**src/rtl/ram_fill_writer.sv**
```systemverilog
// Burst writer into a 32x3 dual-port RAM write port; optional pre-fill zero sweep under RAM_FILL_CLEAR_EN.
// Latency: handshake at edge K drives wren/wraddress/datain from K to K+1.
// Backpressure: in_ready is high only in FILL and depends on state alone, never on in_valid.
`timescale 1ns/1ps
module ram_fill_writer #(
    parameter int DATA_WIDTH = 3,
    parameter int ADDR_WIDTH = 5
) (
    input  logic                  clock,
    input  logic                  reset_n,
    input  logic                  start,
    input  logic [ADDR_WIDTH-1:0] base_addr,
    input  logic [ADDR_WIDTH:0]   length,
    input  logic                  abort,
    input  logic                  in_valid,
    input  logic [DATA_WIDTH-1:0] in_data,
    output logic                  in_ready,
    output logic [ADDR_WIDTH-1:0] wraddress,
    output logic [DATA_WIDTH-1:0] datain,
    output logic                  wren,
    output logic                  busy,
    output logic                  done,
    output logic [ADDR_WIDTH:0]   count
);

    localparam int DEPTH = 2**ADDR_WIDTH;
    localparam logic [ADDR_WIDTH:0]   DEPTH_L = (ADDR_WIDTH+1)'(DEPTH);
    localparam logic [ADDR_WIDTH-1:0] ONE_A   = ADDR_WIDTH'(1);
    localparam logic [ADDR_WIDTH:0]   ONE_C   = (ADDR_WIDTH+1)'(1);

`ifdef RAM_FILL_CLEAR_EN
    typedef enum logic [1:0] {S_IDLE = 2'd0, S_CLEAR = 2'd1, S_FILL = 2'd2, S_DONE = 2'd3} state_t;
`else
    typedef enum logic [1:0] {S_IDLE = 2'd0, S_FILL = 2'd2, S_DONE = 2'd3} state_t;
`endif

    state_t                r_state;
    logic [ADDR_WIDTH-1:0] r_ptr;
    logic [ADDR_WIDTH:0]   r_len;
    logic [ADDR_WIDTH:0]   r_count;
    logic [ADDR_WIDTH-1:0] r_wraddr;
    logic [DATA_WIDTH-1:0] r_datain;
    logic                  r_wren;
    logic                  r_done;
`ifdef RAM_FILL_CLEAR_EN
    logic [ADDR_WIDTH-1:0] r_clr_cnt;
`endif

    logic [ADDR_WIDTH:0] w_eff_len;
    logic [ADDR_WIDTH:0] w_cnt_nxt;

    // Zero and anything beyond the RAM depth both mean a full-depth burst.
    assign w_eff_len = ((length == '0) || (length > DEPTH_L)) ? DEPTH_L : length;
    assign w_cnt_nxt = r_count + ONE_C;

    always_ff @(posedge clock or negedge reset_n) begin
        if (!reset_n) begin
            r_state  <= S_IDLE;
            r_ptr    <= '0;
            r_len    <= '0;
            r_count  <= '0;
            r_wraddr <= '0;
            r_datain <= '0;
            r_wren   <= 1'b0;
            r_done   <= 1'b0;
`ifdef RAM_FILL_CLEAR_EN
            r_clr_cnt <= '0;
`endif
        end else begin
            r_wren <= 1'b0;
            case (r_state)
                S_IDLE: begin
                    r_done <= 1'b0;
                    if (start && !abort) begin
                        r_ptr   <= base_addr;
                        r_len   <= w_eff_len;
                        r_count <= '0;
`ifdef RAM_FILL_CLEAR_EN
                        r_clr_cnt <= '0;
                        r_state   <= S_CLEAR;
`else
                        r_state <= S_FILL;
`endif
                    end
                end
`ifdef RAM_FILL_CLEAR_EN
                S_CLEAR: begin
                    if (abort) begin
                        r_state <= S_IDLE;
                    end else begin
                        // A full lap of the pointer leaves it back on base_addr for FILL.
                        r_wren    <= 1'b1;
                        r_wraddr  <= r_ptr;
                        r_datain  <= '0;
                        r_ptr     <= r_ptr + ONE_A;
                        r_clr_cnt <= r_clr_cnt + ONE_A;
                        if (r_clr_cnt == '1)
                            r_state <= S_FILL;
                    end
                end
`endif
                S_FILL: begin
                    if (abort) begin
                        r_state <= S_IDLE;
                    end else if (in_valid) begin
                        r_wren   <= 1'b1;
                        r_wraddr <= r_ptr;
                        r_datain <= in_data;
                        r_ptr    <= r_ptr + ONE_A;
                        r_count  <= w_cnt_nxt;
                        if (w_cnt_nxt == r_len)
                            r_state <= S_DONE;
                    end
                end
                S_DONE: begin
                    // Two cycles here: the first raises done, the second drops it and exits.
                    if (abort) begin
                        r_done  <= 1'b0;
                        r_state <= S_IDLE;
                    end else if (!r_done) begin
                        r_done <= 1'b1;
                    end else begin
                        r_done  <= 1'b0;
                        r_state <= S_IDLE;
                    end
                end
                default: r_state <= S_IDLE;
            endcase
        end
    end

    assign in_ready  = (r_state == S_FILL);
    assign busy      = (r_state != S_IDLE);
    assign wraddress = r_wraddr;
    assign datain    = r_datain;
    assign wren      = r_wren;
    assign done      = r_done;
    assign count     = r_count;

endmodule

```
**config.mk**
```make
export PLATFORM = sky130hd
export DESIGN_NAME = ram_fill_writer
export DESIGN_NICKNAME = d
export VERILOG_FILES = /design/src/rtl/ram_fill_writer.sv
export SDC_FILE = /design/constraint.sdc
export NUM_CORES = 1
export LEC_CHECK = 0
export CORE_MARGIN = 2
export CORE_UTILIZATION = 55
export CTS_CLUSTER_SIZE = 14
export DETAILED_ROUTE_END_ITERATION = 8
export DONT_BUFFER_PORTS = 1
export PLACE_DENSITY_LB_ADDON = 0.15
export SLEW_MARGIN = 20
export SYNTH_ARGS = -nofsm -noshare
export SYNTH_HDL_FRONTEND = slang
export SYNTH_SLANG_ARGS = --single-unit
```
**constraint.sdc**
```tcl
create_clock -name clock -period 2.1 [get_ports clock]
set_clock_uncertainty 0.2 [all_clocks]
set_input_delay 0.42 -clock clock [delete_from_list [all_inputs] [get_ports clock]]
set_output_delay 0.42 -clock clock [all_outputs]
set_load 0.05 [all_outputs]
```
Word-level counts from Yosys, hierarchy flattened
Cells that the tools add are included.
{ "word_totals": {"regBits": 29, "latch_bits": 0, "mem_bits_rw": 0, "rom_bits": 0, "input_bits": 19, "output_inout_bits": 18, "word_cells": 55, "mem_count": 0} }
{ "op_classes": {"add_sub_neg": 2, "n_mul": 0, "n_div": 0, "magnitude_cmp": 1, "eq_ne": 9, "n_shift": 0, "mux": 22, "bitwise": 1, "reduce_logical": 12} }
{ "op_table": {"columns": ["operator", "n"], "rows": [
  ["6-bit 2-to-1 mux", 4],
  ["5-bit 2-to-1 mux", 3],
  ["2-bit 2-to-1 mux", 6],
  ["6-bit one-hot mux with 2 select lines", 1],
  ["5-bit one-hot mux with 2 select lines", 1],
  ["4-bit AND reduction", 2],
  ["6-bit by 1-bit adder with 6-bit output, second input constant", 1],
  ["6-bit equality test", 1],
  ["6-bit greater-than comparator, second input constant", 1],
  ["6-bit zero test", 1],
  ["2-bit inequality test, second input constant", 3],
  ["3-bit inequality test, second input constant", 2],
  ["2-bit one-hot mux with 3 select lines", 1],
  ["2-bit nonzero test", 3],
  ["5-bit by 1-bit adder with 5-bit output, second input constant", 1],
  ["1-bit 2-to-1 mux", 5],
  ["2-bit equality test, second input constant", 2],
  ["3-bit by 2-bit inequality test with 1-bit output, second input constant", 1],
  ["3-bit AND reduction", 1],
  ["2-bit zero test", 1],
  ["1-bit one-hot mux with 2 select lines", 1],
  ["2-bit AND reduction", 1],
  ["1-bit logical AND", 1],
  ["1-bit zero test", 1],
  ["2 further kinds", 2]
]} }

Logic depth before layout (Yosys ltp)
Gate-level depths: netlist (run 1).
{ "depth": {"ltp_word": 6, "mapped_depth": 9, "ltp_nobuf": 7} }

Worst setup path after synthesis (run 1)
OpenSTA, ideal clock, no wires.
{ "synth_timing": {"path_type": "reg2reg", "startpoint": "register r_state[0]", "endpoint": "register r_count[2] (netlist: count[2])", "setup_ns": 0.121, "arrival_time_ns": 2.095, "required_time_ns": 1.779, "slack_ns": -0.316, "stages_incl_launch_ff": 10, "n_path_buf": 2, "synth_period_minus_slack_ns": 2.416, "cell_sequence": "dfrtp_1 -> inv_1 -> ha_1 -> buf_6 -> mux2i_1 -> or3_1 -> buf_6 -> nor2_1 -> mux2_2 -> a22o_2"} }
{ "synth_between": {"elab_chain_len": 3, "elab_cells_between_ends": 8, "classes_between": "eq/ne (4); mux (1); reduce/logical (3)"} }
{ "synth_rtl": {"columns": ["item", "line_no", "rtl"], "rows": [
  ["start: declaration", "37", "state_t r_state;"],
  ["start signal: assignment", "58", "r_state <= S_IDLE;"],
  ["start signal: assignment", "82", "r_state <= S_FILL;"],
  ["start signal: assignment", "104", "r_state <= S_IDLE;"],
  ["2-bit equality test (*)", null, null],
  ["via in_ready", "17", "output logic in_ready,"],
  ["2-bit inequality test (no source line) / 2-bit nonzero test (equally long branches)", null, null],
  ["4-bit AND reduction (no source line)", null, null],
  ["end signal: assignment", "110", "r_count <= w_cnt_nxt;"],
  ["end: declaration", "40", "logic [ADDR_WIDTH:0] r_count;"]
]} }
The timed path passes the listed nets; every way through them passes the cells marked *.
A chain may end at the register's enable or synchronous reset.

Worst setup path after layout (run 1)
{ "layout_timing": {"startpoint": "register r_state[0]", "endpoint": "output busy"} }
{ "layout_between": {"elab_chain_len": 1} }
{ "layout_rtl": {"columns": ["item", "line_no", "rtl"], "rows": [
  ["2-bit nonzero test", "133", "assign busy = (r_state != S_IDLE);"],
  ["end: declaration", "21", "output logic busy,"]
]} }
No other way between the ends.

==> results_dict.tcl, run 1 <==
set metrics [dict create \
    outcome "completed" \
    cp_data_required_time_ns 1.48 \
    hold_class "in2reg" \
    h-tree-depth 2 \
    ant_nets 0 \
    hold_end "r_len[0]" \
    fin_crit_ns 2.02 \
    drt_wl_total_mm 2.85 \
    firstDrtPassIters 3 \
    start_util 0.572 \
    crit_family "buffers and inverters" \
    ir_drop_uv 1210 \
    wl_met1_mm 1.16 \
    synthDominantCellAreaShare 0.468 \
    vias 1139 \
    wl_met3_um 152 \
    grt_pass1_vias 1105 \
    ys_async_sr_fraction 1.00 \
    drv_slew 0 \
    io_pins 37 \
    fp.dieW_um 57.1 \
    hold_viol_final 0 \
    hold_path_depth 2 \
    gp_congestion 0.828 \
    dpl.hpwl_mm 2.18 \
    dieArea_sq_mm 0.00326 \
    nNetsFinal 196 \
    cts_tree "built" \
    top_layer "met4" \
    synth_common_cells "29 x dfrtp_1, 15 x nand2_1, 14 x o21ai_0" \
    hp-start "length[0]" \
    grt_usage 0.191 \
    clk_path_buf_depth 2 \
    antennaDiodeCount 0 \
    worstSetupEndpointType "output port" \
    path_class "reg2out" \
    synthDistinctLibCells 31 \
    maxCapViolations 0 \
    clock_latency_ns 0.32 \
    drive_gt1_frac 0.272 \
    yosys_warnings 0 \
    startpoint_type "register" \
    r2r_cells 7 \
    syn-mean-instance-area_sq_um 10.1 \
    core_sq_mm 0.00271 \
    setup_viol 0 \
    route.met2.wl_mm 1.48 \
    clock-sinks 29 \
    avgRoutedWirePerCell_um 14.0 \
    cp.arrival_ns 1.40 \
    rsz0062_at_grt "false" \
    drc 0 \
    placement.io_buffers 0 \
    synth-edff-count 0 \
    avgViaCountPerCell 5.58 \
    period_share 0.962 \
    synthToLayoutAreaGrowth_pct 14.2 \
    die_height_um 57.1 \
    first_iter_violations 27 \
    synth-seq-area-share 0.468 \
    overflow 0 \
    grt_pass1_wl_mm 4.80 \
    worstPathCellList "inv_2 -> ha_1 -> buf_4 -> inv_1 -> buf_6" \
    synthFlopType "dfrtp_1" \
    placed_cells 193 \
    critPathBufInv 4 \
    max_freq_ghz 0.495 \
    syn_area_sq_mm 0.00155 \
    r2r-end "count[2]" \
    grt_max_degree 30 \
    clockRootBuffer "clkbuf_4" \
    num_rows 19 \
    cts_made_buffers 5 \
    final_area_sq_mm 0.00177 \
    stdcell_count 204 \
    synth_most_common_cell "dfrtp_1" \
    synth_area_leaders "dfrtp_1 47%, mux2_2 7.3%, o21ai_0 4.5%" \
    r2r_setup_slack_ns 0.09 \
    syn_inst 153 \
    reg2reg_from "r_state[1]" \
    fin_util 0.654 \
    worstMarginPinSlew_ns 0.474 \
    slowest_stage "dfrtp_1" \
    crit_path_max_fanout 3 \
    yosys.area.top_type "dfrtp_1" \
    antenna_found_initial 0 \
    synth_nets 177 \
    leakagePower_nw 0.821 \
    slew_headroom 0.684 \
    place_area_sq_mm 0.00167 \
    path_clk_slew_ns 0.09 \
    p_per_area_mw_per_mm2 1610 \
    slowest_delay_ns 0.39 \
    synth-seq-cells 29 \
]
[what timing repair did]
| item | in CTS | in global routing |
|---|---|---|
| hold buffers | 2 | 0 |
| endpoints found under the setup margin | 3 | 3 |
| resized for setup | 1 | 2 |
| endpoints found under the hold margin | 29 | 0 |
| buffers inserted | 0 | 1 |
[cell families after synthesis]
kind of cell,share of synthesized area
muxes,0.0855
DFF,0.468
buffers and inverters,0.0548
and+or+nand+nor,0.173
xor gates and xnor gates,0.0452
adders and majority gates,0.0403
AOI/OAI and AO/OA,0.133
[power breakdown]
part           switching, mW  internal (mW)  leakage (nW)
clock network          0.195          0.126        0.0310
registers              0.455          0.776         0.370
logic                  0.724          0.571         0.420
[cells in the final DEF (no fill, tap or decap), types with 5 or more instances in the layout]
cell type / instances
xnor2_1: 6
nor2_1: 7
clkbuf_4: 5
nand3_1: 7
inv_1: 5
a21oi_1: 10
dfrtp_1: 29
o21ai_0: 14
nand2_1: 15
buf_4: 14
nand2b_1: 7
mux2_2: 10
[cell type report]
type / count / area (sq um)
Fill cell: 235 / 938
Multi-Input combinational cell: 112 / 763
Sequential cell: 29 / 726
Timing Repair Buffer: 18 / 166
Tap cell: 31 / 38.8
Clock buffer: 5 / 37.5
Inverter: 6 / 22.5
Clock inverter: 3 / 17.5
[per-layer routing]
metal | vias up | global-route usage
met1 | 533 | 0.220
met3 | 9 | 0.0680
li1 | 567 | -
met2 | 30 | 0.320
met5 | - | 0
met4 | 0 | 0.0864
[registers in the layout, indices dropped and copies added (netlist names)]
| name | count |
|---|---|
| datain | 3 |
| count | 6 |
| r_len | 6 |
| r_state | 2 |
| wraddress | 5 |
| r_ptr | 5 |
| done | 1 |
| wren | 1 |
[metrics by stage]
| step | hold WS (ns) | total power, mW | TNS (ns) | setup WS (ns) |
|---|---|---|---|---|
| after floorplan | -0.0756 | 2.24 | -0.0203 | -0.0203 |
| after detailed placement | -0.0750 | 2.50 | 0 | 0.00204 |
| final | 0.0277 | 2.85 | 0 | 0.0788 |
| after CTS | 0.0245 | 2.85 | 0 | 0.0289 |
| after global routing | 0.0193 | 3.07 | 0 | 0.000147 |
| after global placement | -0.0750 | 2.45 | 0 | 0.0963 |
[how the worst max path moves through the flow]
stage | startpoint | to | slack (ns) | cells after the start
detailed placement | r_state[1] | count[2] | 0.002 | 7
floorplan | r_state[0] | count[2] | -0.02 | 9
finish | r_state[0] | busy | 0.08 | 5
global route | r_state[1] | count[2] | 0.0001 | 7
global placement | r_state[1] | count[4] | 0.1 | 7
CTS | r_state[1] | busy | 0.03 | 5
No activity file was read; power rests on OpenSTA's default activity.
==> run 2: changes to the inputs <==
--- a/config.mk
+++ b/config.mk
@@ -5,6 +5,7 @@
 export SDC_FILE = /design/constraint.sdc
 export NUM_CORES = 1
 export LEC_CHECK = 0
+export ABC_AREA = 1
 export CORE_MARGIN = 2
 export CORE_UTILIZATION = 55
 export CTS_CLUSTER_SIZE = 14
==> constraint.sdc (replaced) <==
create_clock -name clock -period 1.88 [get_ports clock]
set_clock_uncertainty 0.2 [all_clocks]
set_input_delay 0.376 -clock clock [delete_from_list [all_inputs] [get_ports clock]]
set_output_delay 0.376 -clock clock [all_outputs]
set_load 0.05 [all_outputs]
==> run 2 against run 1 <==
  * The flow now finishes with violations (negative setup slack)
  * Largest power group unchanged
  * First-iteration DRC count rose to 2.5 times the previous value
  * Sequential power up 15%
  * Flip-flop and latch count unchanged
  * Area after synthesis down 0.48%
  * Wire length up 25%
  * Clock-buffer cell count unchanged
  * Critical endpoint is now count[1]
==> results_dict.tcl, run 2 <==
set metrics [dict create \
    outcome "finished with violations" \
    violations "negative setup slack" \
    layout_common_cells "55 x nand2_1, 27 x dfrtp_1, 23 x inv_1" \
    num_rows 19 \
    cp_data_required_time_ns 1.30 \
    cts_tree "built" \
    reg2reg_from "count[1]" \
    synth-seq-area-share 0.470 \
    period_share 1.01 \
    slew_headroom 0.665 \
    worstSetupEndpointType "output port" \
    critPathBufInv 4 \
    drive_gt1_frac 0.246 \
    clk_path_buf_depth 2 \
    nNetsFinal 247 \
    cpMostUsedCell "buf_4" \
    cts_made_buffers 5 \
    place_ws_ns 0.0456 \
    place_area_sq_mm 0.00167 \
    placement.io_buffers 0 \
    final_common_cell "nand2_1" \
    syn_area_sq_mm 0.00154 \
    grt_pass1_vias 1374 \
    worstPathCellList "buf_4 -> buf_4 -> buf_4 -> buf_6" \
    hold_path_depth 2 \
    crit_path_max_fanout 4 \
    drt_wl_total_mm 3.57 \
    cp.arrival_ns 1.32 \
    clock_latency_ns 0.32 \
    synth-seq-cells 29 \
    path_clk_slew_ns 0.10 \
    drc 0 \
    fin_crit_ns 1.90 \
    startpoint_type "register" \
    vias 1384 \
    power_mw 3.43 \
    yosys_warnings 0 \
    dieArea_sq_mm 0.00325 \
    h-tree-depth 2 \
    synthToLayoutAreaGrowth_pct 25.8 \
    fp.dieW_um 57.0 \
    r2r-end "r_state[1]" \
    nFillCells 231 \
    fin_setup_tns_ns -0.0162 \
    path_class "reg2out" \
    hold_class "in2reg" \
    synth_common_cells "58 x nand2_1, 29 x dfrtp_1, 26 x inv_1" \
    synthDominantCellAreaShare 0.470 \
    avgRoutedWirePerCell_um 14.0 \
    final_area_sq_mm 0.00194 \
    ir_drop_uv 1310 \
    clockRootBuffer "clkbuf_4" \
    placed_cells 230 \
    slowest_delay_ns 0.46 \
    io_pins 37 \
    grt_max_degree 30 \
    worstMarginPinSlew_ns 0.503 \
    core_sq_mm 0.00271 \
    dpl.hpwl_mm 2.47 \
    setup_viol 1 \
    die_height_um 57.0 \
    antennaDiodeCount 0 \
    stdcell_count 255 \
    grt_usage 0.233 \
    hp-start "base_addr[1]" \
    gp_congestion 0.845 \
    drv_slew 0 \
    synthDistinctLibCells 25 \
    rsz0062_at_grt "true" \
    synth-edff-count 0 \
    syn-mean-instance-area_sq_um 8.17 \
    p_per_area_mw_per_mm2 1770 \
    hold_end "r_ptr[1]" \
    clock-sinks 29 \
    synthFlopType "dfrtp_1" \
    ant_nets 0 \
    slowest_stage "dfrtp_2" \
    firstDrtPassIters 4 \
    yosys.area.top_type "dfrtp_1" \
    worstSetupStartpoint "count[1]" \
    crit_family "buffers and inverters" \
    maxCapViolations 0 \
    setup_slack_ns -0.0162 \
    avgViaCountPerCell 5.43 \
    max_freq_ghz 0.527 \
    synth_nets 213 \
    syn_inst 189 \
    synth_area_leaders "dfrtp_1 47%, nand2_1 14%, inv_1 6.3%" \
    grt_pass1_wl_mm 5.89 \
    first_iter_violations 68 \
    ys_async_sr_fraction 1.00 \
    r2r_cells 12 \
    antenna_found_initial 0 \
    overflow 0 \
    leakagePower_nw 0.954 \
    r2r_setup_slack_ns 0.01 \
    start_util 0.570 \
    hold_viol_final 0 \
    synth_most_common_cell "nand2_1" \
]
-- run 2: kinds of logic (layout without fill, tap and decap cells) --
family          after synthesis  in the layout  synth area share
simple gates                 88             88             0.244
compound gates               33             33             0.142
buf+inv                      30             65            0.0810
flops                        29             29             0.470
fa+ha+maj                     5              5            0.0405
xor+xnor                      4              4            0.0227
-- run 2: cell type report --
class | instances | area, sq um | area share
Multi-Input combinational cell | 130 | 743 | 0.383
Tap cell | 31 | 38.8 | 0.0200
Timing Repair Buffer | 29 | 264 | 0.136
Inverter | 28 | 113 | 0.0580
Clock buffer | 5 | 37.5 | 0.0193
Sequential cell | 29 | 728 | 0.375
Clock inverter | 3 | 17.5 | 0.00902
-- run 2: metrics by stage --
step                hold WS (ns)  utilization
floorplan                 -0.120            -
global placement          -0.119        0.617
detailed placement        -0.119        0.617
CTS                      0.00276        0.682
global route             0.00737        0.717
finish                   0.00301        0.717
-- run 2: per-layer routing --
metal	wire length, um	vias to the layer above	share of wire	global-route usage
met5	0	-	0	0
met4	73	0	0.020	0.0930
met3	206	9	0.058	0.0567
met2	1850	47	0.52	0.412
met1	1440	647	0.40	0.272
li1	-	681	-	-
-- run 2: repair_timing --
| action | 4_1_cts | 5_1_grt |
|---|---|---|
| pin swaps | 0 | 9 |
| resized for setup | 2 | 14 |
| hold endpoints to repair | 37 | 0 |
| buffers inserted | 1 | 6 |
| hold buffers | 10 | 0 |
| endpoints found under the setup margin | 1 | 10 |
-- run 2: how the worst max path moves through the flow --
| stage | endpoint | slack, ns | cells past startpoint |
|---|---|---|---|
| after global placement | r_state[1] | 0.06 | 12 |
| after global routing | r_state[0] | -0.10 | 12 |
| after detailed placement | r_state[0] | 0.05 | 10 |
| final | count[1] | -0.02 | 4 |
| after CTS | busy | 0.02 | 4 |
| after floorplan | r_ptr[2] | 0.01 | 10 |
-- run 2: report_power, final --
group	switching, mW	internal, mW	total [mW]
Clock	0.239	0.141	0.380
Sequential	0.535	0.871	1.41
Combinational	0.999	0.649	1.65
